### config.mk
export PLATFORM = sky130hd
export DESIGN_NAME = bus_mux_keeper
export DESIGN_NICKNAME = d
export VERILOG_FILES = /design/src/rtl/bus_pkg.sv /design/src/rtl/bus_prio_enc.sv /design/src/rtl/bus_mux_keeper.sv
export SDC_FILE = /design/constraint.sdc
export NUM_CORES = 1
export LEC_CHECK = 0
export CAP_MARGIN = 15
export CORE_AREA = 4 4 325 327
export DETAILED_ROUTE_END_ITERATION = 12
export DIE_AREA = 0 0 329 331
export HOLD_SLACK_MARGIN = 0.02
export SLEW_MARGIN = 15
export SYNTH_ARGS = -nofsm -noshare
export SYNTH_HDL_FRONTEND = slang
export SYNTH_SLANG_ARGS = --single-unit
### constraint.sdc
create_clock -name clock -period 4.71 [get_ports clock]
set_input_delay 1.1775 -clock clock [delete_from_list [all_inputs] [get_ports clock]]
set_output_delay 1.1775 -clock clock [all_outputs]
set_load 0.02 [all_outputs]
### src/rtl/bus_pkg.sv
// Shared constants, the bus word type and the index-width helper for the bus multiplexer.
// Conflict detection in bus_mux_keeper is enabled with the BUS_CONFLICT_CHECK_EN macro.
package bus_pkg;

    localparam int BUS_WIDTH   = 32;
    localparam int BUS_NUM_SRC = 24;

    // Bus source indices, in the order the control unit drives them.
    localparam int R0     = 0;
    localparam int R1     = 1;
    localparam int R2     = 2;
    localparam int R3     = 3;
    localparam int R4     = 4;
    localparam int R5     = 5;
    localparam int R6     = 6;
    localparam int R7     = 7;
    localparam int R8     = 8;
    localparam int R9     = 9;
    localparam int R10    = 10;
    localparam int R11    = 11;
    localparam int R12    = 12;
    localparam int R13    = 13;
    localparam int R14    = 14;
    localparam int R15    = 15;
    localparam int HI     = 16;
    localparam int LO     = 17;
    localparam int ZHIGH  = 18;
    localparam int ZLOW   = 19;
    localparam int PC     = 20;
    localparam int MDR    = 21;
    localparam int INPORT = 22;
    localparam int CSIGN  = 23;

    typedef logic [BUS_WIDTH-1:0] bus_word_t;

    // A source index always needs at least one bit.
    function automatic int idx_width(input int n);
        return (n > 1) ? $clog2(n) : 1;
    endfunction

endpackage

### src/rtl/bus_prio_enc.sv
// Lowest-index-wins priority encoder over a drive-enable vector.
// The multi-driver flag is only built when DETECT_MULTI is set.
module bus_prio_enc
    import bus_pkg::*;
#(
    parameter int N            = BUS_NUM_SRC,
    parameter bit DETECT_MULTI = 1'b1,
    parameter int IDX_W        = idx_width(N)
) (
    input  logic [N-1:0]     sel,
    output logic [IDX_W-1:0] idx,
    output logic             any,
    output logic             multi
);

    // Scanning downward lets the lowest set bit overwrite every higher one.
    always_comb begin
        idx = '0;
        for (int i = N - 1; i >= 0; i--) begin
            if (sel[i]) begin
                idx = IDX_W'(i);
            end
        end
    end

    assign any = |sel;

    generate
        if (DETECT_MULTI) begin : g_multi
            // Clearing the lowest set bit leaves something only if two or more were set.
            assign multi = |(sel & (sel - N'(1)));
        end else begin : g_no_multi
            assign multi = 1'b0;
        end
    endgenerate

endmodule

### src/rtl/bus_mux_keeper.sv
// One-hot bus multiplexer with bus keeper, owner tracking and optional output register.
// Define BUS_CONFLICT_CHECK_EN to enable multi-driver conflict flag, sticky bit and counter.
module bus_mux_keeper
    import bus_pkg::*;
#(
    parameter int WIDTH   = BUS_WIDTH,
    parameter int NUM_SRC = BUS_NUM_SRC,
    parameter bit REG_OUT = 1'b1,
    parameter int CNT_W   = 8
) (
    input  logic                                clock,
    input  logic                                clear,
    input  logic [NUM_SRC*WIDTH-1:0]            bus_in,
    input  logic [NUM_SRC-1:0]                  sel,
    input  logic                                clr_conflict,
    output logic [WIDTH-1:0]                    bus_out,
    output logic                                bus_valid,
    output logic [idx_width(NUM_SRC)-1:0]       owner,
    output logic                                conflict,
    output logic                                conflict_sticky,
    output logic [CNT_W-1:0]                    conflict_count
);

    localparam int OWN_W = idx_width(NUM_SRC);

`ifdef BUS_CONFLICT_CHECK_EN
    localparam bit DETECT_MULTI = 1'b1;
`else
    localparam bit DETECT_MULTI = 1'b0;
`endif

    logic [OWN_W-1:0] win_idx;
    logic             any_sel;
    logic             multi;
    logic [WIDTH-1:0] win_word;

    logic [WIDTH-1:0] hold_d, hold_q;
    logic [OWN_W-1:0] own_d, own_q;

    bus_prio_enc #(
        .N            (NUM_SRC),
        .DETECT_MULTI (DETECT_MULTI),
        .IDX_W        (OWN_W)
    ) u_prio_enc (
        .sel   (sel),
        .idx   (win_idx),
        .any   (any_sel),
        .multi (multi)
    );

    // Data follows the winning index only; a conflict never ORs source words together.
    always_comb begin
        win_word = '0;
        for (int i = 0; i < NUM_SRC; i++) begin
            if (win_idx == OWN_W'(i)) begin
                win_word = bus_in[i*WIDTH +: WIDTH];
            end
        end
    end

    always_comb begin
        hold_d = hold_q;
        own_d  = own_q;
        if (any_sel) begin
            hold_d = win_word;
            own_d  = win_idx;
        end
    end

    always_ff @(posedge clock) begin
        if (clear) begin
            hold_q <= '0;
            own_q  <= '0;
        end else begin
            hold_q <= hold_d;
            own_q  <= own_d;
        end
    end

    generate
        if (REG_OUT) begin : g_reg_out
            logic valid_d, valid_q;
            logic conf_d, conf_q;

            always_comb begin
                valid_d = any_sel;
                conf_d  = multi;
            end

            always_ff @(posedge clock) begin
                if (clear) begin
                    valid_q <= 1'b0;
                    conf_q  <= 1'b0;
                end else begin
                    valid_q <= valid_d;
                    conf_q  <= conf_d;
                end
            end

            assign bus_out   = hold_q;
            assign owner     = own_q;
            assign bus_valid = valid_q;
            assign conflict  = conf_q;
        end else begin : g_comb_out
            // The live selection shows through even during a clear cycle.
            assign bus_out   = any_sel ? win_word : hold_q;
            assign owner     = any_sel ? win_idx : own_q;
            assign bus_valid = any_sel;
            assign conflict  = multi;
        end
    endgenerate

`ifdef BUS_CONFLICT_CHECK_EN
    logic             sticky_d, sticky_q;
    logic [CNT_W-1:0] count_d, count_q;

    // A conflict in the same cycle as clr_conflict is recorded on top of the clear.
    always_comb begin
        sticky_d = sticky_q;
        count_d  = count_q;
        if (clr_conflict) begin
            sticky_d = multi;
            count_d  = multi ? CNT_W'(1) : '0;
        end else if (multi) begin
            sticky_d = 1'b1;
            if (count_q != {CNT_W{1'b1}}) begin
                count_d = count_q + CNT_W'(1);
            end
        end
    end

    always_ff @(posedge clock) begin
        if (clear) begin
            sticky_q <= 1'b0;
            count_q  <= '0;
        end else begin
            sticky_q <= sticky_d;
            count_q  <= count_d;
        end
    end

    assign conflict_sticky = sticky_q;
    assign conflict_count  = count_q;
`else
    logic unused_conflict_in;

    assign unused_conflict_in = clr_conflict ^ multi;
    assign conflict_sticky    = 1'b0;
    assign conflict_count     = '0;
`endif

endmodule

; Yosys cells after proc, flatten, opt, wreduce, memory -nomap -nowiden
; Cells that the tools add are included.
[classes]
eq_ne = 23
mux = 48
n_reduce_logical = 2
[op_table]
columns = cell, n
row1 = $mux 32, 24
row2 = $mux 5, 24
row3 = $eq 5x4->1 const B, 8
row4 = $eq 5x5->1 const B, 8
row5 = $reduce_or 24->1, 1
row6 = $eq 5x3->1 const B, 4
row7 = $eq 5x2->1 const B, 2
row8 = $eq 5x1->1 const B, 1
row9 = $logic_not 5->1, 1
[word_totals]
ff_bits = 38
inputBits = 795
output_inout_bits = 48
elab_cells = 76

; Depth between registers and ports, before layout
[depth]
ltp_word = 49
mapped_depth = 14
depth_no_buf = 9

; By module
; Synthesis repeated with hierarchy kept, for this count alone.
[hier_totals]
cells_unflattened = 1367
area_unflattened_um2 = 9261.4
[modules_own_cells]
columns = mod, instances, cells_per_inst, area_each_um2, seq_area_each_um2
row1 = bus_mux_keeper, 1, 1317, 8941.1, 780.7
row2 = bus_prio_enc, 1, 50, 320.3, 0.0

; Least setup slack after synthesis
; No wires, ideal clock.
[synth_path]
kind = input-to-reg
start = input port sel[3]
end = register hold_q[11] (netlist: bus_out[11])
setup_time_ns = 0.114
arrival_time_ns = 3.570
required_time_ns = 4.596
path_slack_ns = 1.026
path_stages = 11
path_buffers = 2
path_cell_list = buf_2 -> or4_1 -> a221o_1 -> a31oi_4 -> buf_6 -> o41ai_1 -> a221o_1 -> or4_1 -> o2111ai_1 -> o211ai_1 -> a2bb2o_4
[synth_via]
elab_chain_cells = 29
word_cells_on_any_way = 53
cone_classes = eq/ne: 23 / mux: 28 / reduce/logical: 2
[synth_lines]
columns = element, line_no
row1 = start: declaration, bus_mux_keeper.sv:14  ; input logic [NUM_SRC-1:0] sel,
row2 = $mux 5 (4 in series), bus_prio_enc.sv:20  ; if (sel[i]) begin
row3 = $logic_not 5->1, bus_mux_keeper.sv:55  ; if (win_idx == OWN_W'(i)) begin
row4 = $mux 32 (24 in series), bus_mux_keeper.sv:55
row5 = end signal: assignment, bus_mux_keeper.sv:75  ; hold_q <= hold_d;
row6 = end: declaration, bus_mux_keeper.sv:37  ; logic [WIDTH-1:0] hold_d, hold_q;
; Parallel ways exist; a longest one is shown, timed or not.
; A chain may end at the register's enable or synchronous reset.

; Final worst setup path
[layout_path]
start = input port sel[3]
end = register hold_q[20] (netlist: bus_out[20])
; The elaborated chain is that of the path after synthesis.

==> impl_metrics.json <==
{
  "p_leak_nw": 7.89,
  "ios": 843,
  "drc": 0,
  "vias": 16400,
  "rsz0062_at_grt": "no",
  "drt_iter0_markers": 1582,
  "root_buffer": "clkbuf_16",
  "nets": 3141,
  "seqCellArea_sq_um": 761,
  "path_max_fanout": 8,
  "arrival_ns": 4.89,
  "core-area_sq_um": 103000,
  "hp-class": "register to register",
  "fillerInstances": 11600,
  "instances_no_fill": 3747,
  "status": "complete, no violations",
  "crit_type": "primary input to register",
  "max_freq_ghz": 0.213,
  "synth_edf_count": 0,
  "ys_seq_area_share_pct": 8.81,
  "min_period_over_period_pct": 99.5,
  "fin_total_pwr_mw": 2.51,
  "tns_ns": 0,
  "finalClockSkew_ns": 0,
  "crit_path_end_kind": "register",
  "grt_max_degree": 28,
  "initial_utilization_pct": 8.39,
  "tritoncts": "built",
  "final_util_pct": 21.1,
  "layout_commonest_cell": "clkdlybuf4s50_1",
  "cp-start-kind": "primary input",
  "postCtsSetupRepairBufs": 0,
  "hold_buffers": 0,
  "cap_violations": 0,
  "grt_overflow": 0,
  "slew_headroom_pct": 34.1,
  "port_buffers": 831,
  "powerDensity_nw_per_um2": 115,
  "syn_area_per_cell_sq_um": 6.72,
  "area_growth_pct": 152,
  "drv_slew": 0,
  "die_area_sq_um": 109000,
  "grt_pass1_wl_um": 147000,
  "netlist_instances": 1286,
  "synth.distinct_cells": 82,
  "h-tree-depth": 2,
  "setup_viol": 0,
  "cts_buffers": 5,
  "die_y_um": 331,
  "wire_per_inst_um": 31.5,
  "clk_latency_ns": 0.31,
  "post-place-ws_ns": -0.685,
  "rows": 118,
  "worstPathCellList": "clkdlybuf4s50_1 -> or4_1 -> a221o_1 -> a31o_2 -> buf_4 -> buf_4 -> a21oi_4 -> buf_12 -> nand2_1 -> o22a_1 -> a2111oi_1 -> o22a_1 -> o21ai_1",
  "avgViaCountPerCell": 4.37,
  "wirelength_um": 118000,
  "path_buf_inv": 4,
  "antenna_found_initial": 58,
  "clk_pin_slew_ns": 0.08,
  "async_reset_ff_share_pct": 0,
  "vdd_drop_max_mv": 0.141,
  "die_w_um": 329,
  "ant_nets": 0,
  "worst_pin_slew_ns": 0.981,
  "place.detailed.hpwl_um": 105000,
  "cpLargestDelayFamily": "compound AO/OA/AOI/OAI gates",
  "ys_ff_latch": 38,
  "grtUsageTotal_pct": 20.2,
  "synth_warnings": 0,
  "dp.cells": 3719,
  "gp_congestion": 0.986,
  "fin_crit_ns": 4.68,
  "synth-main-ff-cell": "dfxtp_1",
  "drive_gt1_share_pct": 20.0,
  "slowest_stage": "a2111oi_1",
  "mostFrequentLayoutCells": "clkdlybuf4s50_1, buf_4, nand2_1, a21oi_1, nor2_1",
  "multi_input_area_sq_um": 7450,
  "worst_slack_ns": 0.0256,
  "crit_required_ns": 4.92,
  "cts_buffer_depth": 2,
  "cts.sinks": 38,
  "cpPeakStageDelay_ns": 0.69,
  "final-hold-violation-count": 0,
  "syn_area_sq_um": 8640,
  "grt_pass1_vias": 16300,
  "dr.pass1.iters": 6
}
## per-layer routing
metal / share of wire [%] / global-route usage (%)
met1: 42 / 26.4
met2: 46 / 33.3
met3: 9.8 / 5.43
met4: 2.0 / 4.66
met5: 0.19 / 0
## worst register-to-register path, cell delays in order, from the launching register on
cell       delay (ns)
dfxtp_1          0.33
nor2_1           0.20
nor2_1           0.07
o221ai_1         0.10
a2111oi_1        0.08
buf_4            0.17
a21oi_1          0.30
o21ai_1          0.11
## cells in the mapped netlist (6+ instances only)
master,count,area (sq um)
a2111oi_0,19,166
a211o_1,7,61.3
a211oi_1,37,278
a21boi_1,9,67.6
a21o_1,8,60.1
a21oi_1,106,531
a21oi_2,6,52.6
a221o_1,18,180
a221oi_1,27,236
a222oi_1,29,290
a22o_1,23,201
a22oi_1,54,405
a31oi_1,27,169
and3_1,6,37.5
buf_1,7,26.3
buf_2,53,265
buf_4,12,90.1
buf_6,8,90.1
clkbuf_1,48,180
dfxtp_1,38,761
inv_1,20,75.1
mux2_2,48,541
mux2i_1,11,110
nand2_1,159,597
nand3_1,19,95.1
nand4_1,11,68.8
nor2_1,111,417
nor3_1,44,220
nor3b_1,11,82.6
nor4_1,13,81.3
o211ai_1,47,353
o21a_1,14,105
o21ai_0,39,195
o21ai_1,27,135
o221a_2,10,113
o221ai_1,15,131
o22ai_1,37,231
o311a_1,7,70.1
o31ai_1,12,90.1
or4_1,8,60.1
## layout make-up
type | instances | area share, %
Tap cell | 1380 | 7.93
Inverter | 20 | 0.345
Timing Repair Buffer | 1172 | 52.9
Multi-Input combinational cell | 1109 | 34.3
Clock inverter | 3 | 0.316
Clock buffer | 5 | 0.575
Sequential cell | 38 | 3.50
Antenna cell | 20 | 0.230
## timing repair
action / CTS / global route
endpoints found under the setup margin: 7 / 13
resized for setup: 8 / 9
gates cloned: 0 / 0
endpoints found under the hold margin: 0 / 0
## power breakdown
group | switching, mW | internal [mW] | total [mW]
clock | 0.207 | 0.307 | 0.513
combinational | 0.667 | 0.953 | 1.62
sequential | 0.0205 | 0.351 | 0.372
total | 0.895 | 1.61 | 2.51
## cells by family after synthesis
group / share of synthesized area [%]
compound gates: 52.3
buf+inv: 8.42
flops: 8.81
mux: 7.53
other cells: 0.0434
simple gates: 22.8
## registers in the layout, summed over array words and instances (netlist names)
signal and cells:
bus_out 32, bus_valid 1, owner 5
## final timing paths
kind                            slack, ns   startpoint          end  depth (start not counted)
worst max register to register       3.25  bus_out[26]  bus_out[26]                          7
worst min-delay path                 0.46     owner[0]     owner[0]                          2
worst min register to register       0.46     owner[0]     owner[0]                          2
worst max-delay path                 0.03       sel[3]  bus_out[20]                         13
## per-stage QoR
stage	hold WS, ns	instance area [sq um]
after global placement	0.443	21400
after floorplan	0.535	8670
after global routing	0.495	21700
final	0.463	21800
after detailed placement	0.453	21400
after CTS	0.465	21700
Power figures use the tool's default switching activity.
